===== src/rtl/serial_deserializer.sv =====
// Serial frame receiver: start, data, stop sampled mid-bit.
// One-entry valid/ready output buffer with frame-error and overrun flags.
module serial_deserializer #(
  parameter int bit_width    = 8,
  parameter int CLKS_PER_BIT = 4
) (
  input  logic                 clk,
  input  logic                 clr,
  input  logic                 sin,
  input  logic                 dir,
  output logic [bit_width-1:0] dout,
  output logic                 dout_valid,
  input  logic                 dout_ready,
  output logic                 busy,
  output logic                 frame_err,
  output logic                 overrun
);

  localparam int HALF = CLKS_PER_BIT / 2;
  localparam int CW   = (CLKS_PER_BIT > 2) ?
                        $clog2(CLKS_PER_BIT) : 1;
  localparam int IW   = $clog2(bit_width + 1);

  localparam logic [CW-1:0] CNT_HALF = CW'(HALF - 1);
  localparam logic [CW-1:0] CNT_FULL = CW'(CLKS_PER_BIT - 1);
  localparam logic [IW-1:0] IDX_LAST = IW'(bit_width - 1);

  typedef enum logic [1:0] {
    IDLE,
    START,
    DATA,
    STOP
  } state_t;

  state_t               state;
  state_t               state_n;
  logic [CW-1:0]        cnt;
  logic [IW-1:0]        idx;
  logic [bit_width-1:0] sr;
  logic                 dir_q;

  logic cnt_clr;
  logic confirm;
  logic shift;
  logic stop_smp;
  logic good;

  assign busy = (state != IDLE);
  assign good = stop_smp & sin;

  // State register
  always_ff @(posedge clk) begin
    if (clr) state <= IDLE;
    else     state <= state_n;
  end

  // Next state and per-edge control strobes
  always_comb begin
    state_n  = state;
    cnt_clr  = 1'b0;
    confirm  = 1'b0;
    shift    = 1'b0;
    stop_smp = 1'b0;
    unique case (state)
      IDLE: begin
        if (!sin) begin
          state_n = START;
          cnt_clr = 1'b1;
        end
      end
      START: begin
        if (cnt == CNT_HALF) begin
          cnt_clr = 1'b1;
          if (sin) begin
            state_n = IDLE;
          end else begin
            confirm = 1'b1;
            state_n = DATA;
          end
        end
      end
      DATA: begin
        if (cnt == CNT_FULL) begin
          cnt_clr = 1'b1;
          shift   = 1'b1;
          if (idx == IDX_LAST) state_n = STOP;
        end
      end
      STOP: begin
        if (cnt == CNT_FULL) begin
          cnt_clr  = 1'b1;
          stop_smp = 1'b1;
          state_n  = IDLE;
        end
      end
      default: state_n = IDLE;
    endcase
  end

  // Bit timer: counts clocks within the current bit
  always_ff @(posedge clk) begin
    if (clr)                cnt <= '0;
    else if (cnt_clr)       cnt <= '0;
    else if (state != IDLE) cnt <= cnt + CW'(1);
  end

  // Bit index, latched direction and shift register
  always_ff @(posedge clk) begin
    if (clr) begin
      idx   <= '0;
      dir_q <= 1'b0;
      sr    <= '0;
    end else begin
      if (confirm) begin
        idx   <= '0;
        dir_q <= dir;
      end else if (shift) begin
        idx <= idx + IW'(1);
        if (dir_q) sr <= {sr[bit_width-2:0], sin};
        else       sr <= {sin, sr[bit_width-1:1]};
      end
    end
  end

  // Output buffer, handshake and error flags
  always_ff @(posedge clk) begin
    if (clr) begin
      dout       <= '0;
      dout_valid <= 1'b0;
      frame_err  <= 1'b0;
      overrun    <= 1'b0;
    end else begin
      frame_err <= stop_smp & ~sin;
      if (good && (!dout_valid || dout_ready)) begin
        dout       <= sr;
        dout_valid <= 1'b1;
      end else if (dout_ready) begin
        dout_valid <= 1'b0;
      end
      if (good && dout_valid && !dout_ready)
        overrun <= 1'b1;
    end
  end

endmodule


===== config.mk =====
export PLATFORM = sky130hd
export DESIGN_NAME = serial_deserializer
export DESIGN_NICKNAME = d
export VERILOG_FILES = /design/src/rtl/serial_deserializer.sv
export SDC_FILE = /design/constraint.sdc
export NUM_CORES = 1
export LEC_CHECK = 0
export CAP_MARGIN = 10
export CORE_MARGIN = 2
export CORE_UTILIZATION = 53
export DETAILED_ROUTE_END_ITERATION = 10
export GPL_TIMING_DRIVEN = 0
export PLACE_DENSITY_LB_ADDON = 0.2
export SYNTH_ARGS = -nofsm -noshare
export SYNTH_HDL_FRONTEND = slang
export SYNTH_SLANG_ARGS = --single-unit

===== constraint.sdc =====
create_clock -name clk -period 1.8 [get_ports clk]
set_input_delay 0.36 -clock clk [delete_from_list [all_inputs] [get_ports clk]]
set_output_delay 0.36 -clock clk [all_outputs]
set_load 0.01 [all_outputs]

==> impl_summary.txt, run 1 <==
----------------------------------------------------
[Timing]
  Minimum clock period after layout ... 1639 ps
  Highest achievable clock rate ... 610.0 MHz
  Hold Vio Cnt, Final ... 0
  RSZ-0062 raised after global routing ... false
  Final setup violation count ... 0
  Actual transition at the worst max-transition pin ... 423.9 ps
  Max_slew headroom ... 71.74%
  Worst Skew ... 6.244 ps
  Period utilization ... 91.07%
  Final max-slew violation count ... 0
  Post-Route Setup TNS ... 0 ps

[Power and ir drop]
  Power per cell area ... 661.7 mW/mm^2
  Logic gate share of total power ... 8.1%
  Switching share of total power ... 22.88%
  P_sw ... 0.2360 mW
  Proportion of power drawn by flip-flops and latches ... 61.5%
  Clock share of power ... 30.4%
  Static Leak ... 0.5122 nW
  Int Pwr ... 0.7956 mW
  Post-route total power ... 1.032 mW
  Worst vdd rail ir drop ... 472.7 uV

[Clock tree]
  Clk root buf ... clkbuf_4
  TritonCTS clock tree ... done
  Quantity of hold-fixing buffers added after cts ... 0
  Clock latency of the later-clocked register in the worst-skew pair ... 330 ps
  Setup Fix Bufs, Post-CTS ... 0
  Reg clk slew, reported paths ... 150 ps
  Number of clock buffers inserted by TritonCTS ... 3
  Sinks on Clock Net ... 28
  CTS H-Tree Depth ... 1
  Buffers from clock root to sink, at most ... 2

[Worst setup path]
  Required time of the critical path ... 1440 ps
  Critical-path cell list ... buf_6, or2_0, buf_2, clkbuf_2
  Kind of critical path ... reg -> out
  Critical Path Stages ... 4
  Cell with the biggest individual delay on the critical path ... dfxtp_2
  Top delay family on crit path ... buffers and inverters
  Worst path max stage delay ... 350 ps
  Worst reg-to-reg path cell count ... 6
  Kind of end point of the critical path ... primary output
  CP bufs+invs ... 3
  Maximum fanout encountered on the critical timing path ... 10
  CP startpoint kind ... flip-flop
  Arrival time at the worst endpoint ... 1280 ps

[Synth]
  Most frequent cells after synthesis ... dfxtp_1 (28), mux2i_1 (18), nor2_1 (18)
  Syn nets ... 142
  Flip-flop cell with the highest count after synthesis ... dfxtp_1
  Share of the synthesized area in the top cell type ... 42.22%
  Yosys warnings ... 0
  Synth area leaders ... dfxtp_1 (42%), mux2i_1 (14%), nand2b_1 (8.0%)
  Synth Register Bits ... 28
  Number of synthesized flops with an enable pin ... 0
  Cell variety after synth ... 35
  Most frequent cell after synthesis ... dfxtp_1
  Post-Synthesis Mean Instance Area ... 9.981 sq um
  Most area-hungry cell type in the Yosys netlist ... dfxtp_1
  Fraction of synthesis flops using an asynchronous set or reset pin ... 0%
  Netlist Area Pre-Place ... 0.001328 sq mm
  Portion of the post-synthesis area used by sequential elements ... 42.22%
  Post-Synthesis Cells ... 133

[Detailed routing]
  Count of routing violations after the opening detailed-route iteration ... 13
  Total detailed-routing wirelength ... 2.376 mm
  Vias ... 985
  Highest metal used ... met4
  Routed wirelength normalized by instance count ... 12.98 um
  Met3 wire len ... 77 um
  Met2 wire length ... 1.141 mm
  First-pass detailed-route iteration total ... 4
  Via-to-Cell Ratio ... 5.383
  Post-route met1 wirelength ... 1.114 mm
  Post-route DRC violation count ... 0
  Detail Route Antenna Nets ... 0

[Cells and area]
  Final core area utilization ... 64.09%
  Fin nets ... 163
  Area growth from synthesis to final layout ... 17.44%
  Share of cells above drive strength 1 ... 15.69%
  Layout fillers ... 211
  Final Cell Area ... 0.001559 sq mm
  Number of antenna cells inserted ... 0

[Floorplanning]
  Vertical extent of the die ... 54.05 um
  Core Box Area ... 0.002432 sq mm
  Row count ... 18
  Die width ... 54.05 um
  # IOs ... 17
  Starting density of the core ... 54.58%
  Die Footprint ... 0.002921 sq mm

[GRT]
  Maximum number of pins on one net before global-route repair ... 16
  All-layer global routing usage ... 19.49%
  Congestion Overflow GR ... 0
  First-pass GRT wire length ... 4.084 mm
  Via count of the first global-routing pass ... 930
  Antenna violations before repair ... 0

[Run status]
  Outcome ... finished, final reports clean

[Hold path]
  Min-Delay Path Depth ... 2
  Worst min path class ... reg -> reg

[Placed design]
  Cell Area, Placed ... 0.001525 sq mm
  Count of buffers inserted at the top-level ports ... 16
  Last weighted congestion value of the routability-driven placer ... 0.7489
  Post-detail-place hpwl ... 1.796 mm

[Run]
  Number of max-cap violations ... 0

----------------------------------------------------
[path summary, 6_finish.rpt]
kind / start / end / slack, ps
max reg2reg: cnt[0] / sr[6] / 310
max: state[0] / busy / 160
min reg2reg: dout[1] / dout[1] / 480
min: dout[1] / dout[1] / 480
[cells by family after synthesis]
group,after synthesis,synth area share (%)
mux,19,14.42
fa+ha+maj,4,3.770
xor+xnor,3,1.980
compound gates,17,9.613
flops,28,42.22
buf+inv,11,5.937
simple gates,51,22.06
[routing by layer]
metal | up-vias | track usage [%]
li1 | 496 | -
met1 | 469 | 24.49
met2 | 15 | 32.32
met3 | 5 | 3.889
met4 | 0 | 8.333
met5 | - | 0
[placed cells by master (no fill, tap or decap), drive strengths merged, types with 2 or more instances in the layout]
cell type / count
clkdlybuf4s50: 15
clkbuf: 7
or2: 3
nand2: 2
a211oi: 11
a21oi: 3
mux2i: 18
xnor2: 2
nand2b: 17
ha: 4
dfxtp: 28
nor2: 18
buf: 8
[tightest hold or removal path, stage by stage, from the launching register on]
cell and delay (ps):
dfxtp_1 340, nand2b_1 60, mux2i_1 50
[timing repair]
| action | 4_1_cts | 5_1_grt |
|---|---|---|
| resized for setup | 3 | 2 |
| endpoints found under the hold margin | 0 | 0 |
| endpoints found under the setup margin | 1 | 1 |
[state kept, by name, indices dropped and copies added (netlist names), named ones only]
signal and count:
sr 8, dir_q 1, cnt 2, frame_err 1, dout_valid 1, idx 4, overrun 1, state 1
dout 8
[cell type report]
type / instances / area [sq um] / share of cell area (%)
sequential: 28 / 563.0 / 36.12
inverter: 1 / 3.754 / 0.2408
multi-input combinational: 94 / 688.2 / 44.14
timing repair buffer: 16 / 155.1 / 9.952
buffer: 10 / 75.07 / 4.815
clock buffer: 4 / 36.28 / 2.327
tap: 30 / 37.54 / 2.408
[stage by stage]
stage / hold slack (ps) / instances / setup WS, ps
2_1_floorplan: 436.7 / 133 / 499.9
3_3_place_gp: 457.8 / 179 / 4.736
3_5_place_dp: 463.3 / 179 / -14.06
4_1_cts: 485.1 / 183 / 0.1266
5_1_grt: 497.4 / 183 / 103.7
6_report: 481.9 / 183 / 160.7
[power by group through the flow]
stage / clock [mW] / sequential, mW / combinational, mW
after floorplan: 0 / 0.646 / 0.0586
after global placement: 0 / 0.647 / 0.0835
after detailed placement: 0 / 0.648 / 0.0863
after CTS: 0.321 / 0.635 / 0.0847
after global routing: 0.342 / 0.636 / 0.0922
final: 0.313 / 0.634 / 0.0838
(Power assumes the default switching activity.)
==> run 2, diff against run 1 <==
Settings changed: ABC_CLOCK_PERIOD_IN_PS set to 1800.
==> results of run 2 <==
Same layout as run 1: the final DEF is identical, and so are final timing and power.
